`src/rtl/lsu_pkg.sv`:
```
// Shared types for the load/store unit load path: access size, FSM states,
// and the byte-count helper used by both the decoder and the extender.
package lsu_pkg;

  typedef enum logic [1:0] {
    SZ_B = 2'd0,
    SZ_H = 2'd1,
    SZ_W = 2'd2,
    SZ_D = 2'd3
  } size_e;

  typedef enum logic [2:0] {
    S_IDLE,
    S_REQ0,
    S_WAIT0,
    S_REQ1,
    S_WAIT1,
    S_RESP
  } state_e;

  // Number of bytes moved by an access of the given size.
  function automatic logic [3:0] bytes_of(size_e sz);
    return 4'd1 << sz;
  endfunction

endpackage

```
`src/rtl/lsu_load_unit_if.sv`:
```
// Request, memory-read and response channels of the load unit.
// master: the load unit itself; slave: the core/memory environment around it.
interface lsu_load_unit_if #(
  parameter int XLEN = 32,
  parameter int AW   = 32
);
  logic            i_req_valid;
  logic            o_req_ready;
  logic [AW-1:0]   i_req_addr;
  logic [1:0]      i_req_size;
  logic            i_req_unsigned;
  logic            o_mem_valid;
  logic            i_mem_ready;
  logic [AW-1:0]   o_mem_addr;
  logic            i_mem_rvalid;
  logic [XLEN-1:0] i_mem_rdata;
  logic            o_rsp_valid;
  logic            i_rsp_ready;
  logic [XLEN-1:0] o_rsp_data;
  logic            o_rsp_err;

  modport master (
    input  i_req_valid, i_req_addr, i_req_size, i_req_unsigned,
    input  i_mem_ready, i_mem_rvalid, i_mem_rdata, i_rsp_ready,
    output o_req_ready, o_mem_valid, o_mem_addr, o_rsp_valid, o_rsp_data, o_rsp_err
  );

  modport slave (
    output i_req_valid, i_req_addr, i_req_size, i_req_unsigned,
    output i_mem_ready, i_mem_rvalid, i_mem_rdata, i_rsp_ready,
    input  o_req_ready, o_mem_valid, o_mem_addr, o_rsp_valid, o_rsp_data, o_rsp_err
  );
endinterface

```
`src/rtl/load_extend.sv`:
```
// Combinational load data extraction: shift the two-beat window {hi,lo} down
// by the byte offset, keep the accessed bytes and sign/zero-extend the rest.
module load_extend
  import lsu_pkg::*;
#(
  parameter int XLEN = 32
) (
  input  logic [XLEN-1:0]              hi,
  input  logic [XLEN-1:0]              lo,
  input  logic [$clog2(XLEN/8)-1:0]    offset,
  input  size_e                        size,
  input  logic                         is_unsigned,
  output logic [XLEN-1:0]              result
);

  logic [XLEN-1:0] shifted;
  logic [XLEN-1:0] keep;
  logic            sign;

  // Align, pick the sign bit of the accessed field, then merge field and fill.
  always_comb begin
    shifted = XLEN'({hi, lo} >> (8 * offset));
    case (size)
      SZ_B:    begin keep = XLEN'(8'hFF);         sign = shifted[7];      end
      SZ_H:    begin keep = XLEN'(16'hFFFF);      sign = shifted[15];     end
      SZ_W:    begin keep = XLEN'(32'hFFFF_FFFF); sign = shifted[31];     end
      default: begin keep = '1;                   sign = shifted[XLEN-1]; end
    endcase
    result = (shifted & keep) | ({XLEN{sign & ~is_unsigned}} & ~keep);
  end

endmodule

```
`src/rtl/lsu_load_unit.sv`:
```
// Load path between execute and data memory: one outstanding load, one or two
// beat-aligned reads, extended result returned over valid/ready.
// Build option LSU_MISALIGN_SPLIT_EN: misaligned loads are legal and loads that
// cross a beat boundary are split into two reads; without it misaligned loads
// return an error with no memory access.
module lsu_load_unit
  import lsu_pkg::*;
#(
  parameter int XLEN = 32,
  parameter int AW   = 32
) (
  input  logic           i_clk,
  input  logic           i_rst_n,
  lsu_load_unit_if.master bus
);

  localparam int BEAT = XLEN / 8;
  localparam int OW   = $clog2(BEAT);

  state_e          state, state_nx;
  logic [AW-1:0]   addr_q;
  size_e           size_q;
  logic            uns_q;
  logic            err_q;
  logic            cross_q;
  logic [XLEN-1:0] lo_q;
  logic [XLEN-1:0] hi_q;

  size_e           req_size;
  logic [OW-1:0]   req_off;
  logic            req_illegal;
  logic            req_err;
  logic            req_cross;
`ifdef LSU_MISALIGN_SPLIT_EN
  logic [4:0]      req_end;
`else
  logic            req_misal;
`endif

  logic [AW-1:0]   beat0;
  logic [AW-1:0]   beat1;
  logic [XLEN-1:0] ext_data;

  // Classify the incoming request: illegal size, misalignment, beat crossing.
  always_comb begin
    req_size    = size_e'(bus.i_req_size);
    req_off     = bus.i_req_addr[OW-1:0];
    req_illegal = (XLEN == 32) && (req_size == SZ_D);
`ifdef LSU_MISALIGN_SPLIT_EN
    req_end     = 5'(req_off) + 5'(bytes_of(req_size));
    req_cross   = req_end > 5'(BEAT);
    req_err     = req_illegal;
`else
    req_misal   = (4'(req_off) & (bytes_of(req_size) - 4'd1)) != 4'd0;
    req_cross   = 1'b0;
    req_err     = req_illegal | req_misal;
`endif
  end

  // Beat addresses; the second beat wraps modulo 2^AW.
  always_comb begin
    beat0 = {addr_q[AW-1:OW], {OW{1'b0}}};
    beat1 = beat0 + AW'(BEAT);
  end

  load_extend #(.XLEN(XLEN)) u_extend (
    .hi          (hi_q),
    .lo          (lo_q),
    .offset      (addr_q[OW-1:0]),
    .size        (size_q),
    .is_unsigned (uns_q),
    .result      (ext_data)
  );

  // FSM state register.
  always_ff @(posedge i_clk or negedge i_rst_n) begin
    if (!i_rst_n) state <= S_IDLE;
    else          state <= state_nx;
  end

  // Next state and all outputs; outputs are zero outside their owning state.
  always_comb begin
    state_nx        = state;
    bus.o_req_ready = 1'b0;
    bus.o_mem_valid = 1'b0;
    bus.o_mem_addr  = '0;
    bus.o_rsp_valid = 1'b0;
    bus.o_rsp_err   = 1'b0;
    bus.o_rsp_data  = '0;
    case (state)
      S_IDLE: begin
        bus.o_req_ready = 1'b1;
        if (bus.i_req_valid) state_nx = req_err ? S_RESP : S_REQ0;
      end
      S_REQ0: begin
        bus.o_mem_valid = 1'b1;
        bus.o_mem_addr  = beat0;
        if (bus.i_mem_ready) state_nx = S_WAIT0;
      end
      S_WAIT0: begin
        if (bus.i_mem_rvalid) state_nx = cross_q ? S_REQ1 : S_RESP;
      end
      S_REQ1: begin
        bus.o_mem_valid = 1'b1;
        bus.o_mem_addr  = beat1;
        if (bus.i_mem_ready) state_nx = S_WAIT1;
      end
      S_WAIT1: begin
        if (bus.i_mem_rvalid) state_nx = S_RESP;
      end
      S_RESP: begin
        bus.o_rsp_valid = 1'b1;
        bus.o_rsp_err   = err_q;
        bus.o_rsp_data  = err_q ? '0 : ext_data;
        if (bus.i_rsp_ready) state_nx = S_IDLE;
      end
      default: state_nx = S_IDLE;
    endcase
  end

  // Request capture and read-data capture; rvalid is only honoured while waiting.
  always_ff @(posedge i_clk or negedge i_rst_n) begin
    if (!i_rst_n) begin
      addr_q  <= '0;
      size_q  <= SZ_B;
      uns_q   <= 1'b0;
      err_q   <= 1'b0;
      cross_q <= 1'b0;
      lo_q    <= '0;
      hi_q    <= '0;
    end else begin
      if (state == S_IDLE && bus.i_req_valid) begin
        addr_q  <= bus.i_req_addr;
        size_q  <= req_size;
        uns_q   <= bus.i_req_unsigned;
        err_q   <= req_err;
        cross_q <= req_cross;
      end
      if (state == S_WAIT0 && bus.i_mem_rvalid) lo_q <= bus.i_mem_rdata;
      if (state == S_WAIT1 && bus.i_mem_rvalid) hi_q <= bus.i_mem_rdata;
    end
  end

endmodule

```
`src/flat_wrapper.sv`:
```
// flat-port wrapper written by rule: the top's interface ports become plain ports
module lsu_load_unit_flat import lsu_pkg::*;
#(
  parameter int XLEN = 32,
  parameter int AW   = 32
)
  (i_clk, i_rst_n, bus_i_req_valid, bus_i_req_addr, bus_i_req_size, bus_i_req_unsigned, bus_i_mem_ready, bus_i_mem_rvalid, bus_i_mem_rdata, bus_i_rsp_ready, bus_o_req_ready, bus_o_mem_valid, bus_o_mem_addr, bus_o_rsp_valid, bus_o_rsp_data, bus_o_rsp_err);
  lsu_load_unit_if #(.XLEN(XLEN), .AW(AW)) bus_i ();
  input  logic i_clk;
  input  logic i_rst_n;
  input wire logic [$bits(bus_i.i_req_valid)-1:0] bus_i_req_valid;
  input wire logic [$bits(bus_i.i_req_addr)-1:0] bus_i_req_addr;
  input wire logic [$bits(bus_i.i_req_size)-1:0] bus_i_req_size;
  input wire logic [$bits(bus_i.i_req_unsigned)-1:0] bus_i_req_unsigned;
  input wire logic [$bits(bus_i.i_mem_ready)-1:0] bus_i_mem_ready;
  input wire logic [$bits(bus_i.i_mem_rvalid)-1:0] bus_i_mem_rvalid;
  input wire logic [$bits(bus_i.i_mem_rdata)-1:0] bus_i_mem_rdata;
  input wire logic [$bits(bus_i.i_rsp_ready)-1:0] bus_i_rsp_ready;
  output wire logic [$bits(bus_i.o_req_ready)-1:0] bus_o_req_ready;
  output wire logic [$bits(bus_i.o_mem_valid)-1:0] bus_o_mem_valid;
  output wire logic [$bits(bus_i.o_mem_addr)-1:0] bus_o_mem_addr;
  output wire logic [$bits(bus_i.o_rsp_valid)-1:0] bus_o_rsp_valid;
  output wire logic [$bits(bus_i.o_rsp_data)-1:0] bus_o_rsp_data;
  output wire logic [$bits(bus_i.o_rsp_err)-1:0] bus_o_rsp_err;
  assign bus_i.i_req_valid = bus_i_req_valid;
  assign bus_i.i_req_addr = bus_i_req_addr;
  assign bus_i.i_req_size = bus_i_req_size;
  assign bus_i.i_req_unsigned = bus_i_req_unsigned;
  assign bus_i.i_mem_ready = bus_i_mem_ready;
  assign bus_i.i_mem_rvalid = bus_i_mem_rvalid;
  assign bus_i.i_mem_rdata = bus_i_mem_rdata;
  assign bus_i.i_rsp_ready = bus_i_rsp_ready;
  assign bus_o_req_ready = bus_i.o_req_ready;
  assign bus_o_mem_valid = bus_i.o_mem_valid;
  assign bus_o_mem_addr = bus_i.o_mem_addr;
  assign bus_o_rsp_valid = bus_i.o_rsp_valid;
  assign bus_o_rsp_data = bus_i.o_rsp_data;
  assign bus_o_rsp_err = bus_i.o_rsp_err;
  lsu_load_unit #(.XLEN(XLEN), .AW(AW)) u_core (.i_clk(i_clk), .i_rst_n(i_rst_n), .bus(bus_i));
endmodule
```
`config.mk`:
```
export PLATFORM = sky130hd
export DESIGN_NAME = lsu_load_unit_flat
export DESIGN_NICKNAME = d
export VERILOG_FILES = /design/src/rtl/lsu_pkg.sv /design/src/rtl/lsu_load_unit_if.sv /design/src/rtl/load_extend.sv /design/src/rtl/lsu_load_unit.sv /design/src/flat_wrapper.sv
export SDC_FILE = /design/constraint.sdc
export NUM_CORES = 1
export LEC_CHECK = 0
export ABC_CLOCK_PERIOD_IN_PS = 3900
export BUFFER_PORTS_ARGS = -buffer_cell sky130_fd_sc_hd__buf_2
export CORE_MARGIN = 1.5
export CORE_UTILIZATION = 57
export DETAILED_ROUTE_END_ITERATION = 12
export HOLD_SLACK_MARGIN = 0.03
export PLACE_DENSITY = 0.83
export SLEW_MARGIN = 20
export SYNTH_ARGS = -nofsm -noshare
export SYNTH_HDL_FRONTEND = slang
export SYNTH_SLANG_ARGS = --single-unit
```
`constraint.sdc`:
```
create_clock -name i_clk -period 3.9 [get_ports i_clk]
set_clock_uncertainty 0.05 [all_clocks]
set_input_delay 0.78 -clock i_clk [delete_from_list [all_inputs] [get_ports i_clk]]
set_output_delay 0.78 -clock i_clk [all_outputs]
set_load 0.005 [all_outputs]
```
==> results of run 1 <==
metal layers:
layer  up-vias  wire, um
met5         -         0
met4         0       318
met3        28       766
met2       177      6873
met1      2272      5841
li1       2088         -
worst max-delay path, delay by kind of cell, from the launching register on:
kind                   cells  cell delay [ns]
AOI/OAI and AO/OA          3             0.81
buffers and inverters      1             0.16
and+or+nand+nor            1             0.24
DFF                        1             1.02
final cells by class:
class / instances / area (sq um) / area share, %
clock inverter: 7 / 87.58 / 1.321
inverter: 5 / 18.77 / 0.2830
timing repair buffer: 149 / 775.7 / 11.70
tap: 133 / 166.4 / 2.509
sequential: 95 / 2379 / 35.86
antenna: 1 / 2.502 / 0.03773
clock buffer: 9 / 123.9 / 1.868
multi-input combinational: 354 / 3079 / 46.43
cell usage after synthesis (all sizes together):
library cell / count / share of area (%)
dfrtp: 95 / 42
or2: 1 / 0.11
nand3: 11 / 0.98
xnor2: 6 / 0.93
a41o: 1 / 0.18
buf: 16 / 1.5
a211oi: 1 / 0.13
and3: 4 / 0.44
o21ai: 33 / 2.9
a21oi: 42 / 3.7
nor4bb: 1 / 0.18
nand4: 9 / 1.3
nand2b: 2 / 0.22
mux2: 92 / 18
and4: 4 / 0.64
nor2b: 2 / 0.22
o22ai: 2 / 0.22
a31oi: 1 / 0.11
o31ai: 10 / 1.3
o311ai: 1 / 0.16
mux4: 28 / 11
mux2i: 10 / 1.8
or4: 10 / 1.3
o21bai: 2 / 0.27
nor4: 3 / 0.33
clkbuf: 25 / 1.8
xor2: 6 / 0.93
o22a: 1 / 0.16
nand2: 21 / 1.4
nor3b: 2 / 0.27
o221ai: 1 / 0.16
ha: 1 / 0.22
or3: 4 / 0.60
and2: 11 / 1.2
nor3: 6 / 0.53
inv: 5 / 0.33
conb: 1 / 0.066
nor2: 22 / 1.5
o21a: 1 / 0.13
power by group through the flow:
| stage | clock (mW) | sequential (mW) | combinational (mW) |
|---|---|---|---|
| 2_1_floorplan | 0 | 1.81 | 1.95 |
| 3_3_place_gp | 0 | 2.05 | 2.28 |
| 3_5_place_dp | 0 | 2.11 | 2.36 |
| 4_1_cts | 0.716 | 2.11 | 2.38 |
| 5_1_grt | 0.754 | 2.20 | 2.59 |
| 6_report | 0.704 | 2.12 | 2.38 |
through the flow:
stage	utilization [%]	total power, mW	hold slack [ns]
5_1_grt	68.46	5.544	0.4786
6_report	68.49	5.199	0.4609
3_5_place_dp	66.28	4.466	0.4435
3_3_place_gp	66.28	4.330	0.4358
4_1_cts	68.46	5.203	0.4656
2_1_floorplan	-	3.764	0.4254
cells by family (layout without fill, tap and decap cells):
| family | after synthesis | in the layout |
|---|---|---|
| fa+ha+maj | 1 | 1 |
| buf+inv | 46 | 170 |
| xor+xnor | 12 | 12 |
| flops | 95 | 95 |
| mux | 130 | 130 |
| compound gates | 96 | 96 |
| simple gates | 113 | 113 |
| other cells | 1 | 3 |
worst min-delay path by stage:
stage,to,slack (ns),depth (start not counted)
CTS,u_core.hi_q[16],0.47,1
global placement,u_core.hi_q[17],0.44,1
global route,u_core.hi_q[17],0.48,1
detailed placement,u_core.lo_q[2],0.44,1
finish,u_core.lo_q[19],0.46,1
floorplan,u_core.addr_q[0],0.43,0
sequential cells by signal (all words and copies together) (netlist names):
register,count
u_core.lo_q,32
u_core.state,3
u_core.size_q,2
u_core.hi_q,24
u_core.err_q,1
u_core.uns_q,1
u_core.addr_q,32
==> impl_metrics.tcl, run 1 <==
set metrics [dict create \
    run_status "complete, no violations" \
    post_cts_setup_buffers 0 \
    worst_setup_hold_path_clk_slew_ns 0.09 \
    total_track_usage_pct 26.86 \
    maximum_number_of_pins_on_one_net_before_global_route_repair 66 \
    timing.critical_path.cells "or2_2 -> o22ai_1 -> o21bai_1 -> a21oi_1 -> buf_2" \
    r2r-end "u_core.addr_q[4]" \
    worst_path_max_delay_cell "sky130_fd_sc_hd__dfrtp_2" \
    final-hold-violation-count 0 \
    clock_tree.htree_level_count 3 \
    width_of_the_chip_um 102.5 \
    arrival_ns 2.61 \
    final_layout_size_suffix_gt1_share_pct 47.66 \
    synth_top_family_by_area "multiplexers" \
    post_synth_and_or_nand_nor_area_fraction_pct 11.20 \
    number_of_storage_elements_in_the_synthesis_netlist 95 \
    cts-root-to-sink-buffers 2 \
    max_slew.worst_pin.slew_ns 0.9683 \
    most_common_cell_after_layout_fill_and_taps_aside "sky130_fd_sc_hd__buf_2" \
    power.switching_mw 1.987 \
    gr-usage-met1_pct 36.71 \
    critical_path_startpoint_category "flop" \
    holdBufCountCts 0 \
    cts_root_buf "sky130_fd_sc_hd__clkbuf_8" \
    reg_to_reg_critical_path_startpoint "u_core.state[1]" \
    critPathMaxStageDelay_ns 1.02 \
    layout.cells.most_common_list "sky130_fd_sc_hd__buf_2 (137), sky130_fd_sc_hd__dfrtp_1 (94), sky130_fd_sc_hd__mux2_2 (92)" \
    adder_cell_fraction_of_synth_area_pct 0.2218 \
    chipHeight_um 102.5 \
    cts.sinks 95 \
    placed_cell_area_sq_mm 0.006419 \
    critical_path.max_fanout 37 \
    hold_removal_path_class "in2async" \
    synth_seq_area_share_pct 42.15 \
    mappedNetlistArea_sq_mm 0.005640 \
    final_cell_count_no_fill 753 \
    final.setup.worst_slack_ns 0.4640 \
    post_drt_wl_per_cell_um 18.33 \
    numPlacedInstances 736 \
    power_density_mw_per_mm2 783.8 \
    power.sequential.fraction_pct 40.7 \
    synth.lib_cells_used.distinct 46 \
    power_switching_share_pct 38.23 \
    internal_power_mw 3.212 \
    cellLeakagePower_nw 2.898 \
    grt_remaining_overflow 0 \
    dp_slack_ns 0.8549 \
    top_usage_layer "met2" \
    routed_wl_um 13800 \
    antenna_left 0 \
    worst_relative_slew_slack_pct 35.45 \
    synth_instances 494 \
    syn_area_per_cell_sq_um 11.42 \
    io_buffers 138 \
    capturing_element_type_of_the_critical_path "primary output" \
    final-setup-viol-count 0 \
    clock_power_share_pct 13.5 \
    post-route-cell-area_sq_mm 0.006633 \
    floorplan.core_area_sq_mm 0.009684 \
    via_count_of_the_first_global_routing_pass 4328 \
    worstSetupEndpoint "bus_o_rsp_data[14]" \
    row_count 36 \
    achievable-frequency_mhz 291.0 \
    fillerInstances 729 \
    grt_pass1_wl_um 21500 \
    place.gp.congestion 0.8669 \
    die-area_sq_mm 0.01050 \
    max_cap_violations 0 \
    antenna_found_initial 0 \
    worst-r2r-setup-slack_ns 1.82 \
    fin_nets 688 \
    floorplan.initialDensity_pct 58.24 \
    cts_tree "yes" \
    r2r.worst_path.cells 5 \
    yosys_warnings 0 \
    synth_compound_area_share_pct 9.494 \
    detailedRoute.firstIterationViolations 320 \
    synth_xor_area_share_pct 1.863 \
    setup_repair_after_global_routing_missed_its_margin "no" \
    crit_path_start "u_core.addr_q[0]" \
    detail_route.first_pass.iterations 5 \
    drt_drc_violations_left 0 \
    ios 141 \
    synthMuxAreaShare_pct 31.32 \
    slew_violations 0 \
    timing.setup.tns_ns 0 \
    globalRouteMet2Util_pct 44.07 \
    max-vdd-ir-drop_mv 0.4177 \
    area_delta_synth_final_pct 17.59 \
    numCtsBuffers 9 \
    critical_path_required_ns 3.07 \
    timing_worst_setup_path_type "reg2out" \
    grtUsageMet3_pct 3.694 \
    final.period_utilization_pct 88.10 \
    place.detailed.hpwl_um 9645 \
    power.share.combinational_pct 45.8 \
    cts.repair.resized 0 \
    fin_crit_ns 3.436 \
    clkLatencyLatePin_ns 0.36 \
    vias_per_cell 6.062 \
    vias 4565 \
]
Power figures use the tool's default switching activity.
==> inputs of run 2 (changes only) <==
Settings changed: CORE_UTILIZATION 57 to 37, CTS_CLUSTER_DIAMETER set to 30, PLACE_DENSITY 0.83 to 0.57.
==> run 2 against run 1 <==
  * Largest power group unchanged
  * Via count decreased by 1.4%
  * Core utilization is 22 points lower
  * Global-route usage shrank 8.7 points
  * Register-to-register slack about the same
  * Critical path type unchanged
  * First-iteration DRC count fell by 42%
==> impl_metrics.tcl, run 2 (synthesized netlist as in run 1, its figures left out) <==
set metrics [dict create \
    run_status "complete, no violations" \
    fin_nets 688 \
    timing.critical_path.cells "or2_2 -> o22ai_1 -> o21bai_1 -> a21oi_1 -> buf_2" \
    via_count_of_the_first_global_routing_pass 4295 \
    power.share.combinational_pct 44.4 \
    area_delta_synth_final_pct 19.92 \
    width_of_the_chip_um 126.5 \
    worst_path_max_delay_cell "sky130_fd_sc_hd__dfrtp_2" \
    max_slew.worst_pin.slew_ns 0.9484 \
    cts.sinks 95 \
    final_cell_count_no_fill 803 \
    finalPower_mw 5.295 \
    final_layout_size_suffix_gt1_share_pct 47.66 \
    worst_setup_hold_path_clk_slew_ns 0.07 \
    vias_per_cell 5.606 \
    grt_pass1_wl_um 22710 \
    worst_relative_slew_slack_pct 36.77 \
    maximum_number_of_pins_on_one_net_before_global_route_repair 61 \
    antenna_found_initial 0 \
    final-hold-violation-count 0 \
    fillerInstances 1375 \
    multi_input_comb_area_sq_mm 0.003079 \
    grt_remaining_overflow 0 \
    setup_repair_after_global_routing_missed_its_margin "no" \
    place.detailed.hpwl_um 10100 \
    hold_removal_path_class "reg2reg" \
    routed_wl_um 14110 \
    final-setup-viol-count 0 \
    post_cts_setup_buffers 0 \
    post_drt_wl_per_cell_um 17.57 \
    max_cap_violations 0 \
    postLayoutCoreUtil_pct 46.02 \
    io_buffers 138 \
    timing_worst_setup_path_type "reg2out" \
    capturing_element_type_of_the_critical_path "primary output" \
    achievable-frequency_mhz 293.1 \
    internal_power_mw 3.308 \
    chipHeight_um 126.5 \
    crit_cells 5 \
    clock_tree.htree_level_count 3 \
    numPlacedInstances 787 \
    row_count 44 \
    vias 4502 \
    regArea_sq_mm 0.002379 \
    power_switching_share_pct 37.52 \
    detailedRoute.firstIterationViolations 187 \
    final.setup.worst_slack_ns 0.4879 \
    reg_top3 "u_core.addr_q x32, u_core.lo_q x32, u_core.hi_q x24" \
    critical_path_startpoint_category "flop" \
    critPathTopFamily "flip-flops" \
    power.switching_mw 1.986 \
    ios 141 \
    critical_path.max_fanout 37 \
    dp_slack_ns 0.8457 \
    cts-root-to-sink-buffers 2 \
    place.gp.congestion 0.8288 \
    cts_root_buf "sky130_fd_sc_hd__clkbuf_16" \
    clock_power_share_pct 16.1 \
    antenna_left 0 \
    detail_route.first_pass.iterations 5 \
    total_track_usage_pct 18.14 \
    power_density_mw_per_mm2 782.8 \
    max-vdd-ir-drop_mv 0.3221 \
    cellLeakagePower_nw 2.925 \
    cts.repair.resized 0 \
    power.sequential.fraction_pct 39.5 \
    layout.cells.most_common_list "sky130_fd_sc_hd__buf_2 (137), sky130_fd_sc_hd__dfrtp_1 (94), sky130_fd_sc_hd__mux2_2 (92)" \
    drt_drc_violations_left 0 \
    slew_violations 0 \
    worst_hold_path.num_cells 1 \
    clkLatencyLatePin_ns 0.34 \
    floorplan.core_area_sq_mm 0.01470 \
    arrival_ns 2.58 \
    fin_crit_ns 3.412 \
    final.period_utilization_pct 87.49 \
    floorplan.initialDensity_pct 38.37 \
    critical_path_required_ns 3.07 \
    most_common_cell_after_layout_fill_and_taps_aside "sky130_fd_sc_hd__buf_2" \
    cp_num_buf_inv 1 \
    holdBufCountCts 0 \
    timing.setup.tns_ns 0 \
    critPathMaxStageDelay_ns 0.99 \
    cts_tree "yes" \
    die-area_sq_mm 0.01599 \
    numCtsBuffers 9 \
    diodes 0 \
    r2r.worst_path.cells 5 \
]
==> run 2: changes by cell type in the layout (fill, tap and decap cells not counted) <==
| cell | delta |
|---|---|
| sky130_fd_sc_hd__inv_6 | +2 |
| sky130_fd_sc_hd__clkbuf_16 | +9 |
| sky130_fd_sc_hd__clkinv_2 | -2 |
| sky130_fd_sc_hd__bufinv_16 | -2 |
| sky130_fd_sc_hd__diode_2 | -1 |
| sky130_fd_sc_hd__clkinvlp_4 | +1 |
| sky130_fd_sc_hd__clkbuf_8 | -8 |
==> run 2: worst paths after layout <==
check	endpoint	startpoint	slack, ns
min in group asynchronous	u_core.addr_q[25]	i_rst_n	0.47
setup / recovery	bus_o_rsp_data[15]	u_core.addr_q[0]	0.49
hold reg to reg	u_core.lo_q[6]	u_core.lo_q[6]	0.46
max in group asynchronous	u_core.hi_q[5]	i_rst_n	2.52
setup reg to reg	u_core.addr_q[31]	u_core.state[1]	1.82
hold / removal	u_core.lo_q[6]	u_core.lo_q[6]	0.46
==> run 2: power groups by stage <==
| stage | Combinational, mW | Sequential [mW] | Clock (mW) |
|---|---|---|---|
| 3_3_place_gp | 2.33 | 2.08 | 0 |
| 3_5_place_dp | 2.36 | 2.11 | 0 |
| 4_1_cts | 2.38 | 2.09 | 0.873 |
| 5_1_grt | 2.58 | 2.20 | 0.923 |
| 6_report | 2.35 | 2.09 | 0.851 |
| 2_1_floorplan | 1.95 | 1.81 | 0 |
==> run 2: layout make-up <==
cell class / instances / share of cell area [%]
Multi-Input combinational cell: 354 / 45.52
Sequential cell: 95 / 35.16
Timing Repair Buffer: 149 / 11.47
Clock buffer: 10 / 3.533
Tap cell: 184 / 3.404
Clock inverter: 6 / 0.6289
Inverter: 5 / 0.2775
==> run 2: worst reg2reg max path: cells and delay by family, from the launching register on <==
family,cells,cell delay [ns]
DFF,1,0.45
buffers and inverters,2,0.64
muxes,1,0.42
and+or+nand+nor,2,0.41
==> run 2: layer usage <==
layer / up-vias / share of wire, % / GRT usage, %
li1: 2086 / - / -
met4: 0 / 1.6 / 6.626
met2: 119 / 47 / 28.42
met5: - / 0 / 0
met3: 15 / 4.9 / 3.458
met1: 2282 / 46 / 25.15
==> run 2: stage by stage <==
step,hold slack [ns],cell area [sq um]
floorplan,0.4254,5644
global placement,0.4379,6482
detailed placement,0.4435,6482
CTS,0.4620,6764
global route,0.4783,6764
finish,0.4587,6764
==> inputs of run 3 (changes only) <==
Settings changed: ABC_AREA set to 1, CORE_MARGIN 1.5 to not set.
==> run 3 against run 2 <==
  * Synthesized cell count grew 75%
  * Design area increased by 2.5%
  * Combinational power hardly changed
  * Sequential share of layout area is 0.88 points lower
  * First-iteration DRC count increased to 2.8 times the previous value
  * Core utilization shrank 0.74 points
  * Worst hold slack got worse by 0.084 ns
  * Critical path type unchanged
  * Critical endpoint is now bus_o_rsp_data[22]
  * Largest power group unchanged
==> impl_metrics.tcl, run 3 <==
set metrics [dict create \
    run_status "complete, no violations" \
    r2r.worst_path.cells 6 \
    max_cap_violations 0 \
    cellLeakagePower_nw 3.466 \
    total_track_usage_pct 21.85 \
    timing.setup.tns_ns 0 \
    crit_top_cell "sky130_fd_sc_hd__nand2_1" \
    floorplan.core_area_sq_mm 0.01531 \
    cts_tree "yes" \
    timing_worst_setup_path_type "reg2out" \
    critPathMaxStageDelay_ns 0.62 \
    critical_path_required_ns 3.07 \
    worst_setup_hold_path_clk_slew_ns 0.06 \
    yosys_warnings 0 \
    width_of_the_chip_um 127.9 \
    critical_path_startpoint_category "flop" \
    place.gp.congestion 0.8954 \
    post_drt_wl_per_cell_um 14.56 \
    die-area_sq_mm 0.01636 \
    worst_path_max_delay_cell "sky130_fd_sc_hd__inv_2" \
    final-setup-viol-count 0 \
    numPlacedInstances 1178 \
    maximum_number_of_pins_on_one_net_before_global_route_repair 52 \
    final-hold-violation-count 0 \
    most_instantiated_library_cell_after_synthesis "sky130_fd_sc_hd__nand2_1" \
    hold_removal_path_class "in2async" \
    postLayoutCoreUtil_pct 45.28 \
    synth.lib_cells_used.distinct 36 \
    cts_root_buf "sky130_fd_sc_hd__clkbuf_16" \
    syn_area_per_cell_sq_um 6.787 \
    cts.repair.resized 0 \
    vias 5894 \
    area_delta_synth_final_pct 18.24 \
    synth_top_cells_by_area "sky130_fd_sc_hd__dfrtp_1 (41%), sky130_fd_sc_hd__nand2_1 (17%), sky130_fd_sc_hd__o21ai_0 (8.3%)" \
    holdBufCountCts 0 \
    routed_wl_um 17400 \
    clock_tree.htree_level_count 3 \
    synthArstFlopShare_pct 100.0 \
    critical_path.max_fanout 46 \
    place.detailed.hpwl_um 13100 \
    fin_crit_ns 3.433 \
    synth_seq_area_share_pct 40.54 \
    arrival_ns 2.60 \
    max_slew.worst_pin.slew_ns 0.6889 \
    reg_top3 "u_core.addr_q x32, u_core.lo_q x32, u_core.hi_q x24" \
    row_count 45 \
    worst-r2r-setup-slack_ns 1.68 \
    vias_per_cell 4.932 \
    cts.sinks 95 \
    final_cell_count_no_fill 1195 \
    grt_pass1_wl_um 27520 \
    number_of_storage_elements_in_the_synthesis_netlist 95 \
    clkLatencyLatePin_ns 0.35 \
    drt_drc_violations_left 0 \
    achievable-frequency_mhz 291.3 \
    reg_to_reg_critical_path_startpoint "u_core.state[1]" \
    max-vdd-ir-drop_mv 0.3698 \
    antenna_left 0 \
    cts-root-to-sink-buffers 2 \
    worstSetupEndpoint "bus_o_rsp_data[22]" \
    numCtsBuffers 9 \
    io_buffers 138 \
    dominantRegCellSynth "sky130_fd_sc_hd__dfrtp_1" \
    fin_nets 1052 \
    antenna_found_initial 1 \
    setup_repair_after_global_routing_missed_its_margin "no" \
    ios 141 \
    timing.critical_path.cells "inv_2 -> nand3_1 -> nand2_1 -> nand2_1 -> nand3_1 -> nand2_1 -> nand2_2 -> nor2_1 -> buf_2" \
    detail_route.first_pass.iterations 5 \
    capturing_element_type_of_the_critical_path "primary output" \
    via_count_of_the_first_global_routing_pass 5136 \
    grt_remaining_overflow 0 \
    worst_relative_slew_slack_pct 54.01 \
    detailedRoute.firstIterationViolations 528 \
    layout.cells.most_common_list "sky130_fd_sc_hd__nand2_1 (267), sky130_fd_sc_hd__buf_2 (137), sky130_fd_sc_hd__nor2_1 (103)" \
    crit_path_start "u_core.addr_q[1]" \
    synthDominantCellAreaShare_pct 40.54 \
    top_post_synthesis_cells_by_count "sky130_fd_sc_hd__nand2_1 (267), sky130_fd_sc_hd__nor2_1 (103), sky130_fd_sc_hd__o21ai_0 (97)" \
    final.period_utilization_pct 88.04 \
    post_cts_setup_buffers 0 \
    r2r-end "u_core.lo_q[3]" \
    slew_violations 0 \
    mappedNetlistArea_sq_mm 0.005864 \
    most_common_cell_after_layout_fill_and_taps_aside "sky130_fd_sc_hd__nand2_1" \
    synth_enable_flop_cells 0 \
    final_layout_size_suffix_gt1_share_pct 19.43 \
    chipHeight_um 127.9 \
    yosysTopAreaCell "sky130_fd_sc_hd__dfrtp_1" \
    synth_instances 864 \
    floorplan.initialDensity_pct 38.29 \
    power_density_mw_per_mm2 749.5 \
]
## run 3: cell types whose count changed after synthesis, sizes merged, moves of 15 or more
cell,before,now
mux2,92,1
nand2,21,270
buf,16,31
inv,5,80
nand3,11,44
mux4,28,0
o21ai,33,133
nor2,22,115
## run 3: cells by family (layout without fill, tap and decap cells)
family | after synthesis | in the layout | synth area share (%)
multiplexers | 1 | 1 | 0.1920
flip-flops | 95 | 95 | 40.54
AND/OR/NAND/NOR | 437 | 437 | 30.74
adder cells (fa/ha/maj) | 1 | 1 | 0.2133
other | 1 | 3 | 0.06395
XOR/XNOR | 2 | 2 | 0.2988
AO/OA/AOI/OAI | 204 | 204 | 18.43
buffers and inverters | 123 | 241 | 9.516
## run 3: power by group
part           switching, mW  internal (mW)  total, mW
sequential             0.493           1.44       1.94
clock                  0.389          0.534      0.922
combinational           1.53          0.814       2.34
total                   2.41           2.79       5.20
## run 3: cell type report
type	count	area, sq um
timing repair buffer	144	738.2
multi-input combinational	647	2933
tap	211	264.0
antenna	1	2.502
clock inverter	4	53.80
fill	1682	8381
inverter	81	309.0
clock buffer	12	256.5
sequential	95	2377
## run 3: metal layers
metal | global-route usage [%] | share of wire (%)
met5 | 0 | 0
met4 | 7.751 | 1.9
met3 | 3.631 | 5.6
met2 | 28.42 | 40
met1 | 35.20 | 53
## run 3: how the worst min path moves through the flow
stage	depth (start not counted)	slack, ns	end
final	1	0.37	u_core.hi_q[19]
after global routing	1	0.42	u_core.lo_q[28]
after CTS	1	0.39	u_core.lo_q[31]
after detailed placement	2	0.42	u_core.hi_q[17]
after global placement	2	0.42	u_core.hi_q[8]
after floorplan	2	0.40	u_core.hi_q[10]
## run 3: per-stage QoR
| stage | worst slack (ns) | area, sq um | power [mW] | hold slack [ns] |
|---|---|---|---|---|
| 2_1_floorplan | 1.681 | 5868 | 3.531 | 0.4030 |
| 3_3_place_gp | 0.9499 | 6621 | 4.260 | 0.4175 |
| 3_5_place_dp | 0.8467 | 6621 | 4.269 | 0.4236 |
| 4_1_cts | 0.4644 | 6932 | 5.209 | 0.3944 |
| 5_1_grt | 0.1567 | 6934 | 5.668 | 0.4188 |
| 6_report | 0.4665 | 6934 | 5.197 | 0.3747 |
## run 3: worst max-delay path: cells and delay by family, from the launching register on
family                 cells  cell delay (ns)
AND/OR/NAND/NOR            7             0.90
buffers and inverters      2             0.76
flip-flops                 1             0.59
